[src/rtl/fp8_pkg.sv]
// Shared definitions for the FP8 arithmetic blocks:
// field layout, bias, saturation/flush codes and divider FSM states.
package fp8_pkg;

    localparam int SIGN_BIT = 7;
    localparam int EXP_MSB  = 6;
    localparam int EXP_LSB  = 4;
    localparam int MANT_W   = 4;
    localparam int EXP_W    = 3;
    localparam int EXP_BIAS = 3;
    localparam int EXP_MAX  = 7;

    // Mantissa with hidden one, remainder with one guard bit.
    localparam int MA_W    = MANT_W + 1;
    localparam int REM_W   = MANT_W + 2;
    // Signed exponent difference, wide enough for -5..10.
    localparam int EDIFF_W = 5;
    localparam int CNT_W   = 3;

    // Magnitude fields (exponent and mantissa) for clamped results.
    localparam logic [6:0] FP8_SAT_MAG   = 7'h7F;
    localparam logic [6:0] FP8_FLUSH_MAG = 7'h00;

    typedef enum logic [1:0] {
        IDLE = 2'd0,
        DIV  = 2'd1,
        NORM = 2'd2
    } state_t;

    // Mantissa with the implicit leading one restored.
    function automatic logic [MA_W-1:0] fp8_mant(
        input logic [7:0] x
    );
        return {1'b1, x[MANT_W-1:0]};
    endfunction

    // Assemble an FP8 word from its fields.
    function automatic logic [7:0] fp8_pack(
        input logic              s,
        input logic [EXP_W-1:0]  e,
        input logic [MANT_W-1:0] m
    );
        return {s, e, m};
    endfunction

endpackage

[src/rtl/fp8_mant_div.sv]
// Restoring mantissa divider: one quotient bit per step.
// Produces floor(ma * 2^(QBITS-1) / mb) after QBITS steps.
module fp8_mant_div
    import fp8_pkg::*;
#(
    parameter int QBITS = 6
) (
    input  logic             clk,
    input  logic             rst_n,
    input  logic             load,
    input  logic             step,
    input  logic [MA_W-1:0]  ma,
    input  logic [MA_W-1:0]  mb,
    output logic [QBITS-1:0] q,
    output logic             last
);

    logic [REM_W-1:0] rem_q, rem_d;
    logic [MA_W-1:0]  mb_q, mb_d;
    logic [QBITS-1:0] q_q, q_d;
    logic [CNT_W-1:0] cnt_q, cnt_d;
    logic [MA_W-1:0]  diff;
    logic             ge;

    // Trial subtract; rem < 2*mb so the low bits of the difference suffice.
    always_comb begin
        ge   = (rem_q >= {1'b0, mb_q});
        diff = rem_q[MA_W-1:0] - mb_q;
    end

    // Next-state for remainder, quotient and step counter.
    // The counter runs one past QBITS so the caller gets a drain cycle.
    always_comb begin
        rem_d = rem_q;
        mb_d  = mb_q;
        q_d   = q_q;
        cnt_d = cnt_q;
        if (load) begin
            rem_d = {1'b0, ma};
            mb_d  = mb;
            q_d   = '0;
            cnt_d = '0;
        end else if (step) begin
            cnt_d = cnt_q + 1'b1;
            if (cnt_q < CNT_W'(QBITS)) begin
                if (ge) begin
                    q_d   = {q_q[QBITS-2:0], 1'b1};
                    rem_d = {diff, 1'b0};
                end else begin
                    q_d   = {q_q[QBITS-2:0], 1'b0};
                    rem_d = {rem_q[MA_W-1:0], 1'b0};
                end
            end
        end
    end

    // Divider state registers.
    always_ff @(posedge clk or negedge rst_n) begin
        if (!rst_n) begin
            rem_q <= '0;
            mb_q  <= '0;
            q_q   <= '0;
            cnt_q <= '0;
        end else begin
            rem_q <= rem_d;
            mb_q  <= mb_d;
            q_q   <= q_d;
            cnt_q <= cnt_d;
        end
    end

    assign q    = q_q;
    assign last = (cnt_q == CNT_W'(QBITS));

endmodule

[src/rtl/fp8_divider.sv]
// FP8 sequential divider: start/busy/done handshake around the
// restoring mantissa loop, with sign/exponent path and normaliser.
module fp8_divider #(
    parameter int EXP_BIAS = fp8_pkg::EXP_BIAS,
    parameter int QBITS    = 6
) (
    input  logic       clk,
    input  logic       rst_n,
    input  logic       start,
    input  logic [7:0] a,
    input  logic [7:0] b,
    output logic       busy,
    output logic       done,
    output logic [7:0] out
);

    import fp8_pkg::*;

    state_t state_q, state_d;
    logic   sign_q, sign_d;
    logic   busy_q, busy_d;
    logic   done_q, done_d;
    logic [7:0] out_q, out_d;
    logic signed [EDIFF_W-1:0] ediff_q, ediff_d;

    logic             load;
    logic             step;
    logic             last;
    logic [QBITS-1:0] q;

    logic signed [EDIFF_W-1:0] e_norm;
    logic [MANT_W-1:0]         mant;
    logic [7:0]                norm_res;

    fp8_mant_div #(
        .QBITS (QBITS)
    ) u_mant_div (
        .clk   (clk),
        .rst_n (rst_n),
        .load  (load),
        .step  (step),
        .ma    (fp8_mant(a)),
        .mb    (fp8_mant(b)),
        .q     (q),
        .last  (last)
    );

    // Normalise the quotient and clamp the exponent to the format range.
    always_comb begin
        if (q[QBITS-1]) begin
            mant   = q[QBITS-2 -: MANT_W];
            e_norm = ediff_q;
        end else begin
            mant   = q[QBITS-3 -: MANT_W];
            e_norm = ediff_q - 5'sd1;
        end
        if (e_norm > $signed(EDIFF_W'(EXP_MAX))) begin
            norm_res = {sign_q, FP8_SAT_MAG};
        end else if (e_norm[EDIFF_W-1]) begin
            norm_res = {sign_q, FP8_FLUSH_MAG};
        end else begin
            norm_res = fp8_pack(sign_q, e_norm[EXP_W-1:0], mant);
        end
    end

    // Control FSM next-state and registered-output logic.
    always_comb begin
        state_d = state_q;
        sign_d  = sign_q;
        ediff_d = ediff_q;
        busy_d  = busy_q;
        done_d  = 1'b0;
        out_d   = out_q;
        load    = 1'b0;
        step    = 1'b0;
        unique case (state_q)
            IDLE: begin
                if (start) begin
                    sign_d  = a[SIGN_BIT] ^ b[SIGN_BIT];
                    ediff_d = $signed({2'b00, a[EXP_MSB:EXP_LSB]})
                            - $signed({2'b00, b[EXP_MSB:EXP_LSB]})
                            + $signed(EDIFF_W'(EXP_BIAS));
                    load    = 1'b1;
                    busy_d  = 1'b1;
                    state_d = DIV;
                end
            end
            DIV: begin
                step = 1'b1;
                if (last) begin
                    state_d = NORM;
                end
            end
            NORM: begin
                out_d   = norm_res;
                done_d  = 1'b1;
                busy_d  = 1'b0;
                state_d = IDLE;
            end
            default: begin
                state_d = IDLE;
            end
        endcase
    end

    // FSM and output registers; reset abandons any divide in flight.
    always_ff @(posedge clk or negedge rst_n) begin
        if (!rst_n) begin
            state_q <= IDLE;
            sign_q  <= 1'b0;
            ediff_q <= '0;
            busy_q  <= 1'b0;
            done_q  <= 1'b0;
            out_q   <= '0;
        end else begin
            state_q <= state_d;
            sign_q  <= sign_d;
            ediff_q <= ediff_d;
            busy_q  <= busy_d;
            done_q  <= done_d;
            out_q   <= out_d;
        end
    end

    assign busy = busy_q;
    assign done = done_q;
    assign out  = out_q;

endmodule
[config.mk]
export PLATFORM = sky130hd
export DESIGN_NAME = fp8_divider
export DESIGN_NICKNAME = d
export VERILOG_FILES = /design/src/rtl/fp8_pkg.sv /design/src/rtl/fp8_mant_div.sv /design/src/rtl/fp8_divider.sv
export SDC_FILE = /design/constraint.sdc
export NUM_CORES = 1
export LEC_CHECK = 0
export BUFFER_PORTS_ARGS = -buffer_cell sky130_fd_sc_hd__buf_2
export CORE_UTILIZATION = 40
export DETAILED_ROUTE_END_ITERATION = 10
export GPL_TIMING_DRIVEN = 0
export PLACE_DENSITY = 0.63
export SETUP_SLACK_MARGIN = 0.3
export SLEW_MARGIN = 40
export SYNTH_ARGS = -nofsm -noshare
export SYNTH_HDL_FRONTEND = slang
export SYNTH_HIERARCHICAL = 1
export SYNTH_SLANG_ARGS = --single-unit
export TNS_END_PERCENT = 50
[constraint.sdc]
create_clock -name clk -period 4.2 [get_ports clk]
set_input_delay 0.21 -clock clk [delete_from_list [all_inputs] [get_ports clk]]
set_output_delay 0.21 -clock clk [all_outputs]
set_load 0.02 [all_outputs]
# Word level (Yosys, flattened, before mapping)
# Index checks and enable logic that the tools add are counted.
# W data, S select, Z words.
[word_totals]
ff_bits = 38
in_bits = 19
out_inout_bits = 10
wordCells = 55
[classes]
n_addsub = 5
magnitude_cmp = 3
n_eq_ne = 5
n_mux = 23
bitwise_logic = 1
n_reduce_logical = 8
[ops]
columns = ["cell", "n"]
rows = [
  ["$mux W6", 7],
  ["$mux W7", 2],
  ["$reduce_and A2 Y1", 4],
  ["$ge A6 B5 Y1", 1],
  ["$mux W1", 6],
  ["$mux W3", 2],
  ["$reduce_bool A2 Y1", 3],
  ["$add A4 B3 Y5 const B", 1],
  ["$gt A5 B4 Y1 const B", 1],
  ["$mux W5", 1],
  ["$sub A5 B2 Y5 const B", 1],
  ["$sub A5 B5 Y5", 1],
  ["$mux W2", 2],
  ["$mux W4", 1],
  ["$ne A2 B2 Y1 const B", 2],
  ["$pmux W2 S2", 1],
  ["$sub A3 B3 Y4", 1],
  ["$add A3 B1 Y3 const B", 1],
  ["$eq A3 B3 Y1 const B", 1],
  ["$lt A3 B3 Y1 const B", 1],
  ["$eq A2 B1 Y1 const B", 1],
  ["$eq A2 B2 Y1 const B", 1],
  ["$logic_not A2 Y1", 1],
  ["$pmux W1 S2", 1],
  ["$xor A1 B1 Y1", 1],
]

# Logic depth before layout (Yosys ltp)
[logic_depth]
depth_word = 5
mapped_depth = 8
mapped_depth_nobuf = 8

# Cells and area by module
# Netlist, hierarchy kept.
[modules_own_cells]
columns = ["module", "n_inst", "cells_each", "area_per_inst_um2", "seq_area_each_um2"]
rows = [
  ["fp8_mant_div", 1, 116, 1113.6, 500.5],
  ["fp8_divider", 1, 109, 1033.5, 450.4],
]

# Least setup slack after synthesis
# Ideal clock, no wire load.
[synth_timing]
path_kind = "register to register"
from = "reg u_mant_div.rem_q[0]"
to = "reg u_mant_div.rem_q[1]"
t_arrival_ns = 1.799
setup_slack_ns = 2.275
path_stages_with_launch = 9
synth_period_minus_slack_ns = 1.925
path_cell_list = "dfrtp_1 inv_1 ha_1 inv_1 fa_1 a21oi_2 o221a_4 mux2i_1 a221o_1"
[synth_between]
elab_chain_len = 5
elab_cells_between_ends = 6
cone_classes = "add/sub: 1; order compare: 1; mux: 4"
[synth_rtl]
columns = ["item", "line_no", "text"]
rows = [
  ["from (decl)", "fp8_mant_div.sv:18", "logic [REM_W-1:0] rem_q, rem_d;"],
  ["from (signal assigned)", "fp8_mant_div.sv:65", "rem_q <= rem_d;"],
  ["$sub A5 B5 Y5 or $ge A6 B5 Y1 (tied branches)", "fp8_mant_div.sv:28, fp8_mant_div.sv:27", ""],
  ["$mux W6 (*)", "fp8_mant_div.sv:46", "if (ge) begin"],
  ["$mux W6 (*)", "fp8_mant_div.sv:45", "if (cnt_q < CNT_W'(QBITS)) begin"],
  ["$mux W6 (*)", "fp8_mant_div.sv:43", "end else if (step) begin"],
  ["$mux W6 (*)", "fp8_mant_div.sv:38", "if (load) begin"],
]
# Mark *: on every way between the ends. The rest lies on a longest branch, timed or not. The select of a mux whose other input is x is not followed.
# A chain may end at the register's enable or synchronous reset.

# Final worst setup path
[layout_timing]
from = "reg state_q[1]"
to = "reg u_mant_div.rem_q[0]"
[layout_between]
elab_chain_len = 4
elab_cells_between_ends = 8
cone_classes = "eq/ne: 1; mux: 3; reduce/logical: 4"
[layout_rtl]
columns = ["item", "line_no", "text"]
rows = [
  ["from (decl)", "fp8_divider.sv:19", "state_t state_q, state_d;"],
  ["from (signal assigned)", "fp8_divider.sv:116", "state_q <= state_d;"],
  ["$logic_not A2 Y1 (*)", "fp8_divider.sv:76", "unique case (state_q)"],
  ["$mux W1 (*)", "fp8_divider.sv:76", ""],
  ["named net load", "fp8_divider.sv:26", "logic load;"],
  ["$reduce_bool A2 Y1 (no line)", "--", ""],
  ["$reduce_and A2 Y1 (no line)", "--", ""],
]
# The timed path passes the listed nets; every way through them passes the cells marked *.

==> impl_results.md <==
* Post-Route Setup TNS at 0 ns
* DRT Pass-1 Iters at 4
* GRT Util Overall at 17.2%
* Worst-case clock buffer depth at 2
* CP cell instances: nor3b_1 > buf_2 > buf_2 > buf_1 > nand2_1 > o31ai_1
* Total I/O pin count at 29
* First-pass GRT wire length at 7.38 mm
* Max-slew violations at 0
* CP delay by family, top: buffers and inverters
* Die Y at between 70 and 80 µm
* Yosys reg bits at 38
* Hpwl dp at ~2.9 mm
* Post-route DRC at 0
* Worst-Margin Slew at 0.533 ns
* Asr flop ratio synth at between 90% and 100%
* Leading area contributor after synthesis: dfrtp_1
* Crit-path max FO at 12
* GR Overflow Total at 0
* Hold Path Class: primary input to register
* Antenna viol nets, final at 0
* Die Footprint at 5660 µm²
* Fin crit period at about 2.1 ns
* Synth Cell Area at approximately 2100 µm²
* Register area share after synthesis at around 44%
* Max Clk Rate at 0.467 GHz
* Clk Latency, worst-skew pair at approximately 0.28 ns
* Area Overhead vs Synth at 14.9%
* WP buf/inv at 3
* Core ar. at 5140 µm²
* Clock-pin slew on the worst setup and hold paths at 0.07 ns
* CTS tree: yes
* Max-slew headroom at 64.4%
* Worst R2R Start: state_q[1]
* Area share of the largest cell type after synthesis at 44.3%
* Slowest CP cell: nor3b_1
* Final Hold Vio Count at 0
* Clk sink count at 38
* YS warnings at 6
* Hold Path Origin: b[1]
* Synth cell types at 43
* Post-layout nets at 295
* Post-Route WL at around 3.9 mm
* Mapped Cells at 225
* Fin crit share at 51.0%
* Primary FF master, synth: dfrtp_1
* IO Port Bufs at 28
* Vias per cell at 4.80
* Post-CTS sizing at 0
* Status: completed
* Initial Util at 41.8%
* Die W at approximately 75 µm
* Layout cells sized above 1 at 19.8%
* Vias in the first global route at 1652
* VDD IR max at 432 µV
* Worst Setup SP: state_q[1]
* Initial DRC count at 55
* Worst path required time at 4.39 ns
* Worst Clk Skew at 0.00326 ns
* Fill cell count at between 500 and 600
* Rows at 26
* Root Driver: clkbuf_8
* Max Cap Viol at 0
* Critical path class: register to register
* Static leakage at 1.17 nW
* Vias at 1594
* Hold_ws at 0.133 ns
* Syn_area_per_cell at between 9 and 10 µm²
* CP startpoint kind: register
* Final core occ at 48.0%
* # H-tree levels at 2
* WL/cell at 11.8 µm
* Power per cell area at 778 nW/µm²
* Largest net degree at the start of global routing at 39
* Most common cell type on the critical path: buf_2
* Top cells by area, synth: dfrtp_1 (44%), ha_1 (7.0%), nand2_1 (5.8%)
* RSZ-0062 raised after global routing: false
* Crit end category: register
* TritonCTS Buffers at 5
* Crit path DAT at 2.34 ns
* N_diodes at 0
* Post-synth EDFFs at 0
* Placer congestion estimate at 0.841
* Max stage delay on crit path at 0.49 ns
* Final setup violation count at 0
* Initial antenna violation count at 0
## stage by stage
stage	cells	power, mW	worst slack (ns)	area (µm²)
after floorplan	226	1.47	2.28	2150
after global placement	324	1.68	1.97	2380
after detailed placement	324	1.70	2.01	2380
after CTS	332	1.95	2.03	2470
after global routing	332	2.13	1.74	2470
final	332	1.92	2.06	2470
## power by group
group	total, mW	switching [mW]	internal, mW
Clock	0.231	0.117	0.114
Combinational	1.04	0.587	0.452
Sequential	0.650	0.118	0.532
Total	1.92	0.822	1.10
## registers in the layout, indices dropped and copies added, names as in the netlist
register,count
u_mant_div/rem_q,6
state_q,2
ediff_q,5
busy,1
u_mant_div/q,6
sign_q,1
out,8
u_mant_div/cnt_q,3
done,1
u_mant_div/mb_q,5
## path summary, 6_finish.rpt
kind | to | slack (ns) | depth (start not counted)
setup / recovery | u_mant_div/rem_q[0] | 2.06 | 6
hold / removal | u_mant_div/mb_q[1] | 0.13 | 3
setup reg to reg | u_mant_div/rem_q[0] | 2.06 | 6
hold reg to reg | out[7] | 0.47 | 2
max in group asynchronous | u_mant_div/mb_q[3] | 3.43 | 2
min in group asynchronous | ediff_q[3] | 0.43 | 2
## repair_timing
| item | in CTS | in global routing |
|---|---|---|
| hold buffers | 1 | 0 |
| endpoints found under the hold margin | 38 | 0 |
| buffers inserted | 0 | 0 |
## cells in the mapped netlist, types with 3 or more instances
master and number:
a21oi_1 15, a31oi_1 3, buf_2 3, dfrtp_1 38, ha_1 12, inv_1 22
mux2_2 5, mux2i_1 4, nand2_1 33, nand3_1 6, nor2_1 13, nor3_1 3
nor3b_1 3, o21ai_0 18, o21ai_1 5, xnor2_1 8, xor2_1 3
## cell type report
| type | count | area (µm²) | share of cell area [%] |
|---|---|---|---|
| buffer | 8 | 48.8 | 1.98 |
| clock buffer | 7 | 76.3 | 3.09 |
| inverter | 22 | 82.6 | 3.35 |
| multi-input combinational | 158 | 1070 | 43.3 |
| sequential | 38 | 951 | 38.5 |
| tap | 70 | 87.6 | 3.55 |
| timing repair buffer | 29 | 153 | 6.19 |
## metal layers
metal / GRT usage, % / vias to the layer above / share of wire, %
met5: 0 / - / 0
met4: 3.09 / 0 / 0.92
met3: 5.22 / 7 / 3.0
met2: 30.1 / 24 / 48
met1: 21.4 / 732 / 48
li1: - / 831 / -
## cell usage in the layout (no fill, tap or decap), types with 2 or more instances in the layout
cell       n
a21oi_1   15
a21oi_2    2
a31oi_1    3
buf_2     30
buf_6      2
clkbuf_1   4
clkbuf_8   5
conb_1     2
dfrtp_1   38
fa_1       2
ha_1      12
inv_1     22
mux2_2     5
mux2i_1    4
nand2_1   33
nand3_1    6
nand3b_1   2
nor2_1    13
nor3_1     3
nor3b_1    3
o21ai_0   18
o21ai_1    5
xnor2_1    8
xor2_1     3
## cells by family after synthesis
| group | share of synthesized area (%) |
|---|---|
| flip-flops | 44.3 |
| AO/OA/AOI/OAI | 16.0 |
| XOR/XNOR | 5.25 |
| other | 0.175 |
| buffers and inverters | 6.12 |
| adder cells (fa/ha/maj) | 8.86 |
| multiplexers | 4.49 |
| AND/OR/NAND/NOR | 14.8 |
## worst register-to-register path, cell delays in order, from the launching register on
cell and delay (ns):
dfrtp_1 0.41, nor3b_1 0.49, buf_2 0.33, buf_2 0.26, buf_1 0.40, nand2_1 0.09
o31ai_1 0.08
Note: power is estimated with default switching activity, not from simulation.
